## config.mk

```make
export PLATFORM = sky130hd
export DESIGN_NAME = program_counter_flat
export DESIGN_NICKNAME = d
export VERILOG_FILES = /design/src/rtl/program_counter_if.sv /design/src/rtl/program_counter.sv /design/src/flat_wrapper.sv
export SDC_FILE = /design/constraint.sdc
export NUM_CORES = 1
export LEC_CHECK = 0
export CAP_MARGIN = 20
export CORE_AREA = 4 4 89 91
export DETAILED_ROUTE_END_ITERATION = 10
export DIE_AREA = 0 0 93 95
export GPL_TIMING_DRIVEN = 0
export PLACE_DENSITY = 0.89
export SLEW_MARGIN = 15
export SYNTH_ARGS = -nofsm -noshare
export SYNTH_HDL_FRONTEND = slang
export SYNTH_SLANG_ARGS = --single-unit
```

## constraint.sdc

```tcl
create_clock -name clk -period 9.1 [get_ports clk]
set_input_delay 1.82 -clock clk [delete_from_list [all_inputs] [get_ports clk]]
set_output_delay 1.82 -clock clk [all_outputs]
set_load 0.005 [all_outputs]
```

## src/rtl/program_counter_if.sv

```systemverilog
// ============================================================================
// program_counter_if : next-pc select/target bundle and pc readback. Rev 1.0
// ============================================================================
`default_nettype none

interface program_counter_if;
  logic [1:0]  pcControl;
  logic [25:0] jumpAddress;
  logic [15:0] branchOffset;
  logic [31:0] regAddress;
  logic [31:0] pc;
`ifdef PC_MISALIGN_TRAP_EN
  logic        misalignedFault;

  modport master (
    output pcControl, jumpAddress, branchOffset, regAddress,
    input  pc, misalignedFault
  );
  modport slave (
    input  pcControl, jumpAddress, branchOffset, regAddress,
    output pc, misalignedFault
  );
`else
  modport master (
    output pcControl, jumpAddress, branchOffset, regAddress,
    input  pc
  );
  modport slave (
    input  pcControl, jumpAddress, branchOffset, regAddress,
    output pc
  );
`endif
endinterface

`default_nettype wire

```

## src/rtl/program_counter.sv

```systemverilog
// ============================================================================
// program_counter : MIPS-style fetch address register (seq/jump/branch/jr).
// Optional macro PC_MISALIGN_TRAP_EN aligns jr targets and flags them. Rev 1.0
// ============================================================================
`default_nettype none

module program_counter #(
  parameter logic [31:0] RESET_VECTOR = 32'h0000_0000
) (
  input  wire logic         clk,
  input  wire logic         reset,
  program_counter_if.slave  bus
);

  localparam logic [1:0] SEL_SEQ    = 2'b00;
  localparam logic [1:0] SEL_JUMP   = 2'b01;
  localparam logic [1:0] SEL_BRANCH = 2'b10;
  localparam logic [1:0] SEL_REG    = 2'b11;

  logic [31:0] pc_reg;
  logic [31:0] pc_plus4;
  logic [31:0] pc_next;
  logic        fault_next;

  always_comb begin
    pc_plus4   = pc_reg + 32'd4;
    pc_next    = pc_plus4;
    fault_next = 1'b0;
    case (bus.pcControl)
      SEL_SEQ:    pc_next = pc_plus4;
      // Region bits come from pc+4 so a jump in the last slot of a 256MB
      // region lands in the following one.
      SEL_JUMP:   pc_next = {pc_plus4[31:28], bus.jumpAddress, 2'b00};
      SEL_BRANCH: pc_next = pc_plus4 +
                            {{14{bus.branchOffset[15]}}, bus.branchOffset, 2'b00};
      SEL_REG: begin
`ifdef PC_MISALIGN_TRAP_EN
        pc_next    = {bus.regAddress[31:2], 2'b00};
        fault_next = |bus.regAddress[1:0];
`else
        pc_next    = bus.regAddress;
`endif
      end
      default:    pc_next = pc_plus4;
    endcase
  end

  always_ff @(posedge clk) begin
    if (reset) begin
      pc_reg <= RESET_VECTOR;
    end else begin
      pc_reg <= pc_next;
    end
  end

  assign bus.pc = pc_reg;

`ifdef PC_MISALIGN_TRAP_EN
  logic fault_reg;

  always_ff @(posedge clk) begin
    if (reset) begin
      fault_reg <= 1'b0;
    end else begin
      fault_reg <= fault_next;
    end
  end

  assign bus.misalignedFault = fault_reg;
`else
  logic unused_fault;
  assign unused_fault = fault_next;
`endif

endmodule

`default_nettype wire

```

## src/flat_wrapper.sv

```systemverilog
// flat-port wrapper written by rule: the top's interface ports become plain ports
module program_counter_flat 
#(
  parameter logic [31:0] RESET_VECTOR = 32'h0000_0000
)
  (clk, reset, bus_pcControl, bus_jumpAddress, bus_branchOffset, bus_regAddress, bus_pc);
  program_counter_if bus_i ();
  input  wire logic clk;
  input  wire logic reset;
  input wire logic [$bits(bus_i.pcControl)-1:0] bus_pcControl;
  input wire logic [$bits(bus_i.jumpAddress)-1:0] bus_jumpAddress;
  input wire logic [$bits(bus_i.branchOffset)-1:0] bus_branchOffset;
  input wire logic [$bits(bus_i.regAddress)-1:0] bus_regAddress;
  output wire logic [$bits(bus_i.pc)-1:0] bus_pc;
  assign bus_i.pcControl = bus_pcControl;
  assign bus_i.jumpAddress = bus_jumpAddress;
  assign bus_i.branchOffset = bus_branchOffset;
  assign bus_i.regAddress = bus_regAddress;
  assign bus_pc = bus_i.pc;
  program_counter #(.RESET_VECTOR(RESET_VECTOR)) u_core (.clk(clk), .reset(reset), .bus(bus_i));
endmodule
```

# After elaboration in Yosys (flattened, before gate mapping)
# Cells that the tools add are included.
# totals
register_bits,32
in_bits,78
output_inout_bits,32
elab_cells,8
# classes
add_sub_neg,2
n_eq_ne,3
n_mux,1
reduce_logical,1
# op_table
operator,count
$pmux W32 S4,1
$add A32 B3 Y32 const B,1
$add A32 B32 Y32,1
$eq A2 B2 Y1 const B,2
$eq A2 B1 Y1 const B,1
$logic_not A2 Y1,1

# Logic depth before layout (Yosys ltp)
# Gate-level depths: netlist (run 1).
# logic_depth
ltp_word,3
depth_mapped,18
mapped_depth_nobuf,17

# Worst setup path after synthesis (run 1)
# No wires, ideal clock.
# synth_path
path_type,input-to-reg
start,input bus_branchOffset[0]
end,register u_core.pc_reg[18] (netlist: u_core.bus.pc[18])
setup_time_ps,128
arrival_ps,4073
required_ps,8972
setup_slack_ps,4899
cell_stages,12
n_path_buf,0
cell_sequence,ha_1 -> inv_1 -> fa_1 -> and2b_1 -> o31a_4 -> o2111ai_4 -> a211oi_4 -> nor2_4 -> a21oi_2 -> xor2_1 -> mux4_2 -> nor2b_1
# synth_between
elab_chain_cells,2
# synth_lines
element,line,text
from (decl),flat_wrapper.sv:12,input wire logic [$bits(bus_i.branchOffset)-1:0] bus_branchOffset;
$add A32 B32 Y32,program_counter.sv:34,SEL_BRANCH: pc_next = pc_plus4 +
$pmux W32 S4,program_counter.sv:29,case (bus.pcControl)
to (signal assigned),program_counter.sv:52,pc_reg <= pc_next;
to (decl),program_counter.sv:20,logic [31:0] pc_reg;
# Every way passes these cells.
# A chain may end at the register's enable or synchronous reset.

# Worst setup path after layout (run 1)
# layout_path
start,input bus_branchOffset[15]
end,register u_core.pc_reg[28] (netlist: u_core.bus.pc[28])
# Same word-level chain as after synthesis.

==> results of run 1 <==
## cells by family (layout without fill, tap and decap cells)
kind of cell | Yosys count | after routing | synth area share (%)
AND/OR/NAND/NOR | 140 | 140 | 20.08
AO/OA/AOI/OAI | 107 | 107 | 20.46
XOR/XNOR | 54 | 54 | 12.93
adder cells (fa/ha/maj) | 35 | 35 | 12.18
flip-flops | 32 | 32 | 17.52
buffers and inverters | 29 | 145 | 3.147
multiplexers | 26 | 26 | 13.68
## final timing paths
path                        startpoint  slack, ns  cells past startpoint                end
setup / recovery  bus_branchOffset[15]       4.28                     12  u_core.bus.pc[28]
hold / removal        u_core.bus.pc[0]       0.46                      2   u_core.bus.pc[0]
setup reg to reg      u_core.bus.pc[4]       5.00                     16  u_core.bus.pc[28]
hold reg to reg       u_core.bus.pc[0]       0.46                      2   u_core.bus.pc[0]
## placed cells by master, fill, tap and decap left out, types with 9 or more instances in the layout
master,Yosys,final
o21ai_1,9,9
nand2_1,33,33
nor2b_1,21,21
clkbuf_1,11,12
clkdlybuf4s50_1,0,109
a21oi_1,33,33
xor2_1,21,21
dfxtp_1,32,32
inv_1,12,12
mux4_2,19,19
xnor2_1,33,33
nand3_1,21,21
nor2_1,25,25
ha_1,34,34
a211oi_1,10,10
a21o_1,15,15
## area by class of cell
cell class / instances / area [um^2]
fill: 579 / 2187
tap: 99 / 123.9
inverter: 13 / 48.80
clock buffer: 6 / 72.57
multi-input combinational: 362 / 2902
timing repair buffer: 109 / 1091
sequential: 32 / 640.6
clock inverter: 1 / 5.005
buffer: 16 / 66.31
## routing by layer
metal  wire (um)  up-vias  part of all wire [%]
met4         244        0                   2.1
met2        5796      168                    50
met1        4910     1785                    42
li1            -     1791                     -
met3         746       21                   6.4
met5           0        -                     0
## stage by stage
| stage | setup slack (ns) | hold slack [ns] | util, % | std cells | cell area, um^2 |
|---|---|---|---|---|---|
| 6_report | 4.277 | 0.4558 | 69.35 | 638 | 4950 |
| 5_1_grt | 4.054 | 0.4676 | 69.35 | 638 | 4950 |
| 4_1_cts | 4.351 | 0.4570 | 69.35 | 638 | 4950 |
| 3_5_place_dp | 4.056 | 0.4452 | 68.27 | 631 | 4872 |
| 3_3_place_gp | 4.114 | 0.4417 | 68.27 | 631 | 4872 |
| 2_1_floorplan | 4.899 | 0.4483 | - | 423 | 3657 |
## worst min-delay path, cell delays in order, from the launching register on
cell	delay [ns]
dfxtp_1	0.31
nand2_1	0.05
a21oi_1	0.05
## synthesized netlist by cell type (2+ instances only)
cell type  count  area share [%]
o21ai_1        9             1.2
dfxtp_1       32              18
a211oi_1      10             2.1
nand2b_1       2            0.34
a21oi_2        2            0.48
o21bai_1       3            0.62
nand2_1       33             3.4
nand4_1        6             1.0
or3_1          4            0.68
and4_1         3            0.72
o21ai_0        7            0.96
nor2_1        25             2.6
a31oi_1        4            0.68
mux2i_1        5             1.4
nor3_2         2            0.55
nor2b_1       21             3.6
and3_1         5            0.86
xor2_1        21             5.0
nor4_1         2            0.34
inv_1         12             1.2
ha_1          34              12
a211oi_2       3             1.0
a21oi_1       33             4.5
nor3b_1        3            0.62
o22ai_1        5            0.86
clkbuf_1      11             1.1
a21o_1        15             3.1
buf_1          2            0.21
nand3_1       21             2.9
buf_2          2            0.27
mux4_2        19              12
xnor2_1       33             7.9
nor3_1         5            0.68
mux2_1         2            0.62
## power by group
part           internal, mW  switching (mW)
Clock                0.0519          0.0555
Sequential            0.156          0.0192
Combinational         0.177           0.160
==> flow_summary.ini, run 1 <==
[die]
die_h_um = 95
fp.dieArea_um2 = 8835
rows = 31
initial_core_util_pct = 51.24
ioPinCount = 110
die_w_um = 93
core-area_um2 = 7137

[worst_hold_path]
min_path_type = reg -> reg

[cts]
insertion_delay_ns = 0.30
clk_pin_slew_ns = 0.06
ctsLongestPathBuffers = 2
cts_setup_buffers = 0
cts_tree = built
cts_hold_buf = 0
cts.sinks = 32
root_buffer = clkbuf_8
numCtsBuffers = 5
htreeDepth = 2
cts-resized-gates = 0

[cells_and_area]
diodes = 0
largest_reg_flops = 32
layout-drive-gt1-share_pct = 8.534
area_growth_pct = 35.34
finish.net_count = 652

[synth]
synth_cell_types = 61
syn_avg_cell_area_um2 = 8.646
syn-num-nets = 536
synthFlopType = dfxtp_1
yosys_warnings = 0
async_reset_ff_share_pct = 0
ys_seq_area_share_pct = 17.52
ys_seq_elements = 32
synth_edf_count = 0
syn_inst = 423
syn_area_um2 = 3657

[drt]
drc_errors = 0
wl_per_cell_um = 18.34
antenna_left = 0
drtPass1Iterations = 4
viasPerCell = 5.901
wirelength_um = 11700
drtIter0Drc = 231
vias = 3765

[global_routing]
grt_pass1_vias = 3706
met2_usage_pct = 45.05
grt_busiest_layer = met2
use_met1_pct = 33.45
grt_max_degree = 17
grtUsageMet3_pct = 3.347
antenna_found_initial = 0
grt_use_total_pct = 25.98
grt_pass1_wl_um = 17970
grt_overflow = 0

[sta]
maxSlewHeadroom_pct = 52.69
finClkSkew_ns = 0.004334
fin_crit_ns = 4.823
finalMaxSlewViolations = 0
setup_tns_ns = 0
hold_viol = 0
setup_violations = 0
finalCritPeriodShare_pct = 53.00
fmax_mhz = 207.4
rsz0062_at_grt = no
worstMarginPinSlew_ns = 0.7074

[critical_path]
cp_slowest_cell = clkdlybuf4s50_1
path_cells = clkdlybuf4s50_1 -> ha_1 -> clkbuf_1 -> a21o_1 -> a21o_1 -> a21oi_1 -> nand2_1 -> a211oi_1 -> a211oi_2 -> xor2_1 -> mux2i_1 -> a211oi_2
critPathMaxStageDelay_ns = 0.93
cp.buffers_inverters = 2
end_kind = flop
critPathLaunchType = primary input
critPathKind = in -> reg
crit_arrival_ns = 4.98
path_delay_family = compound AO/OA/AOI/OAI gates
cp.required_ns = 9.26
cp_max_fo = 16

[power]
power_density_nw_per_um2 = 125.2
power.leakage_nw = 1.978
total_power_mw = 0.6196
ir_drop_uv = 58.55

[placement]
portBuffers = 109
gp_congestion = 0.9679
hpwl_um = 9522

[job]
cap_violations = 0

[outcome]
status = finished clean
Note: power is estimated with default switching activity, not from simulation.
==> inputs of run 2 (changes only) <==
Settings changed: CORE_AREA 4 4 89 91 to 4 4 92 94, DIE_AREA 0 0 93 95 to 0 0 96 98, PLACE_DENSITY 0.89 to 0.84.
Clock period 9.1 ns to 4.6 ns, I/O delays scaled along.
==> run 2 against run 1 <==
Effect of this change:
- combinational power up 97%
- first-iteration DRC count up 6.5%
- register-to-register slack worse by 4.5 ns
- global-route usage down 1.4 points
- routed wire length down 1.0%
- flip-flop and latch count unchanged
- final cell count up 0.63%
- power up 100%
- worst hold slack worse by 0.0075 ns
- setup slack worse by 3.7 ns
- clock power up 110%
- critical path type is now reg -> reg
- critical endpoint is now u_core.bus.pc[21]
- largest power group unchanged
==> flow_summary.ini, run 2 (same netlist as run 1, synthesis figures left out) <==
[outcome]
status = finished clean

[drt]
vias = 3747
wl_per_cell_um = 18.03
drtPass1Iterations = 5
drc_errors = 0
viasPerCell = 5.836
antenna_left = 0
wirelength_um = 11580
drtIter0Drc = 246

[cells_and_area]
area_growth_pct = 35.79
finish.net_count = 652
layout_commonest_cell = clkdlybuf4s50_1
multiInputGateArea_um2 = 2902
regArea_um2 = 640.6
diodes = 0
final_cell_area_um2 = 4966
layout-drive-gt1-share_pct = 8.519
largest_reg_flops = 32
utilization_pct = 64.94
mostFrequentLayoutCells = 109 x clkdlybuf4s50_1, 34 x ha_1, 33 x nand2_1, 33 x xnor2_1, 33 x a21oi_1
fillerInstances = 643
stdcell_count = 642

[die]
fp.dieArea_um2 = 9408
rows = 32
die_w_um = 96
ioPinCount = 110
core-area_um2 = 7647
initial_core_util_pct = 47.82
die_h_um = 98

[sta]
setup_tns_ns = 0
worstMarginPinSlew_ns = 0.7924
hold_viol = 0
rsz0062_at_grt = no
hold_ws_ns = 0.4483
setup_ws_ns = 0.5418
finalCritPeriodShare_pct = 88.22
setup_violations = 0
maxSlewHeadroom_pct = 47.01
finClkSkew_ns = 0.008268
finalMaxSlewViolations = 0
fmax_mhz = 246.4
fin_crit_ns = 4.058

[global_routing]
antenna_found_initial = 0
grt_pass1_vias = 3657
grt_overflow = 0
grt_max_degree = 17
grt_use_total_pct = 24.61
grt_pass1_wl_um = 18200

[placement]
portBuffers = 109
gp_congestion = 0.9499
place_ws_ns = 0.4095
place_area_um2 = 4876
numPlacedInstances = 634
hpwl_um = 9396

[cts]
root_buffer = clkbuf_8
htreeDepth = 2
insertion_delay_ns = 0.29
cts_setup_buffers = 0
clk_pin_slew_ns = 0.07
cts-resized-gates = 0
ctsLongestPathBuffers = 2
cts_tree = built
cts.sinks = 32
numCtsBuffers = 5
cts_hold_buf = 0

[critical_path]
cp.required_ns = 4.77
cp_slowest_cell = mux4_2
critPathLaunchType = flop
cp_max_fo = 6
crit_arrival_ns = 4.23
end_kind = flop
critPathKind = reg -> reg
path_cells = nand4_1 -> nor3_2 -> and3_1 -> nand3_1 -> xnor2_1 -> ha_1 -> a21o_1 -> a21oi_1 -> nand2_1 -> o221ai_2 -> o21ai_2 -> xor2_1 -> mux4_2 -> nor2b_1
cp.buffers_inverters = 0
critPathMaxStageDelay_ns = 0.45
path_delay_family = simple AND/OR/NAND/NOR gates

[power]
total_power_mw = 1.239
power_density_nw_per_um2 = 249.6
ir_drop_uv = 102.5
power.leakage_nw = 1.983

[job]
cap_violations = 0

[worst_hold_path]
min_path_type = reg -> reg
run 2: cell count changes in the layout (fill, tap and decap cells not counted):
cell	change
clkbuf_1	+1
clkinv_2	-1
clkbuf_8	+1
run 2: worst paths after layout:
path	start	to	slack, ns	cells after the start
setup / recovery	u_core.bus.pc[4]	u_core.bus.pc[21]	0.54	14
hold / removal	u_core.bus.pc[0]	u_core.bus.pc[0]	0.45	2
setup reg to reg	u_core.bus.pc[4]	u_core.bus.pc[21]	0.54	14
hold reg to reg	u_core.bus.pc[0]	u_core.bus.pc[0]	0.45	2
run 2: area by class of cell:
cell class	instances	share of cell area [%]
buffer	16	1.335
clock buffer	8	1.814
inverter	13	0.9826
multi-input combinational	362	58.43
sequential	32	12.90
tap	102	2.570
timing repair buffer	109	21.97
run 2: power by group:
| part | total [mW] | switching [mW] | internal (mW) |
|---|---|---|---|
| Sequential | 0.346 | 0.0374 | 0.309 |
| Combinational | 0.663 | 0.313 | 0.350 |
| Clock | 0.230 | 0.108 | 0.122 |
| Total | 1.24 | 0.458 | 0.781 |
run 2: metal layers:
| layer | share of wire, % | track usage [%] | routed length (um) | up-vias |
|---|---|---|---|---|
| met4 | 2.8 | 9.300 | 323 | 0 |
| li1 | - | - | - | 1797 |
| met1 | 42 | 33.13 | 4876 | 1755 |
| met3 | 7.6 | 3.313 | 875 | 25 |
| met2 | 48 | 39.62 | 5502 | 170 |
| met5 | 0 | 0 | 0 | - |
run 2: worst min-delay path, cell delays in order, from the launching register on:
cell and delay, ns:
dfxtp_1 0.31, nand2_1 0.05, a21oi_1 0.05
==> inputs of run 3 (changes only) <==
Settings changed: TNS_END_PERCENT set to 1.
==> results of run 3 <==
Same layout as run 2: the final DEF is identical, and so are final timing and power.
==> variant: new RTL, flow settings as in run 1 <==
Remove the case item `SEL_BRANCH` of the case on `bus.pcControl`.
--- a/src/rtl/program_counter.sv
+++ b/src/rtl/program_counter.sv
@@ -31,8 +31,6 @@
       // Region bits come from pc+4 so a jump in the last slot of a 256MB
       // region lands in the following one.
       SEL_JUMP:   pc_next = {pc_plus4[31:28], bus.jumpAddress, 2'b00};
-      SEL_BRANCH: pc_next = pc_plus4 +
-                            {{14{bus.branchOffset[15]}}, bus.branchOffset, 2'b00};
       SEL_REG: begin
 `ifdef PC_MISALIGN_TRAP_EN
         pc_next    = {bus.regAddress[31:2], 2'b00};
Formal check against the unedited RTL: not equivalent (Yosys sat finds a counterexample within 4 cycles, from zero or initial values and one cycle with reset high).
==> variant against run 1 <==
Non-clock buffer count shrank 21; die area unchanged; worst setup slack gained 1.5 ns; final area shrank 38%; register-to-register slack gained 2.3 ns; power is 36% lower; final cell count decreased by 34%; area after synthesis down 47%; sequential cell count unchanged; wire length is 43% lower; via count fell by 45%; largest cell class unchanged; highest routed layer unchanged.
==> variant: results (changes against run 1) <==
[placement]
dpl.cell_count = 414  ; -34%
preCtsSetupSlack_ns = 5.46  ; +1.41 ns
dpl_cell_area_sq_um = 2970  ; -39%
dpl.hpwl_um = 5290  ; -44%
gp_congestion = 0.792  ; -18%

[yosys]
seq_area_frac_synth = 0.334  ; +0.158
ys_top_cells_by_count = dfxtp_1, mux2i_1, nor2_1, xor2_1, a211oi_1
synthTopCellsByArea = dfxtp_1, mux2i_1, xor2_1
ys_types = 32  ; -48%

[global_routing]
met2_usage = 0.260  ; -0.191
grt_pass1_vias = 2066  ; -44%
grt_pass1_wl_um = 10200  ; -43%
grt_start_max_net_pins = 11  ; -6
use_met3 = 0.0542  ; +0.0207
antenna_found_initial = 0  ; unchanged

[power]
power.group.top = sequential cells
pg_comb_w = 0.0000925  ; -73%
p_int_w = 0.000290  ; -25%
p_seq_w = 0.000164  ; -6%
netSwitchingFraction = 0.263  ; -0.115

[route]
wl_um = 6700  ; -43%
viasPerCell = 4.89  ; -17%
drt_iter0_markers = 74  ; -68%
wl_per_cell_um = 15.9  ; -13%

[final_layout]
num-fill-cells = 707  ; +22%
multi_input_cells = 174  ; -52%
inverters = 5  ; -8
multi_input_area_share = 0.395  ; -0.192
drive_above_1_share = 0.0464  ; -0.0389
n_all_buffers = 104  ; -17%
clock_cell_area_share = 0.0350  ; +0.0193
seq_cells = 32  ; unchanged

[min_path]
worstHoldStart = u_core.bus.pc[0]$_SDFFE_PP0N_
hold_end = u_core.bus.pc[0]$_SDFFE_PP0N_

[worst_setup_path]
crit_fanout = 10  ; -6
reg2reg_to = u_core.bus.pc[22]$_SDFF_PP0_
r2r_setup_slack_ns = 7.26  ; +2.26 ns
crit_arrival_ns = 3.52  ; -1.46 ns
r2r-start = u_core.bus.pc[2]$_SDFF_PP0_
max_stage_delay_ns = 0.52  ; -0.41 ns

[timing]
slew_headroom = 0.602  ; +0.0754
fmax_mhz = 301  ; +45%
holdWs_ns = 0.471  ; +0.0154 ns

[outcome]
status = finished clean

-- variant: cell count changes after synthesis, moves of 5 or more --
cell      before  now
inv_1         12    4
nand2_1       33    7
o21ai_0        7    0
o21ai_1        9    0
ha_1          34    1
nor2_1        25   20
a211oi_1      10   17
nand4_1        6   13
nor2b_1       21    3
nand3_1       21   13
xnor2_1       33    9
mux2i_1        5   23
mux4_2        19    0
a21oi_1       33   16
-- variant: logic make-up (layout without fill, tap and decap cells) --
family                   count (synthesis)  count (layout)  share of synthesized area
buffers and inverters                   17             117                     0.0352
flip-flops                              32              32                      0.334
adder cells (fa/ha/maj)                  1               1                    0.00651
AND/OR/NAND/NOR                         73              73                      0.207
AO/OA/AOI/OAI                           49              49                      0.169
multiplexers                            24              24                      0.126
XOR/XNOR                                27              27                      0.123
-- variant: worst max-delay path by stage --
stage,depth (start not counted),start,endpoint
2_1_floorplan,5,bus_pcControl[1],u_core.bus.pc[10]$_SDFF_PP0_
3_3_place_gp,5,bus_pcControl[0],u_core.bus.pc[3]$_SDFF_PP0_
3_5_place_dp,5,bus_pcControl[0],u_core.bus.pc[5]$_SDFF_PP0_
4_1_cts,5,bus_pcControl[0],u_core.bus.pc[5]$_SDFF_PP0_
5_1_grt,5,bus_pcControl[0],u_core.bus.pc[3]$_SDFF_PP0_
6_report,5,bus_pcControl[0],u_core.bus.pc[5]$_SDFF_PP0_
-- variant: metal layers --
| metal | wire length, um | vias up |
|---|---|---|
| li1 | - | 1013 |
| met1 | 2720 | 961 |
| met2 | 3280 | 79 |
| met3 | 590 | 11 |
| met4 | 106 | 0 |
| met5 | 0 | - |
-- variant: critical path: cells and delay by family --
kind | cells | cell delay, ns
buf+inv | 3 | 1.35
compound gates | 1 | 0.24
simple gates | 1 | 0.12
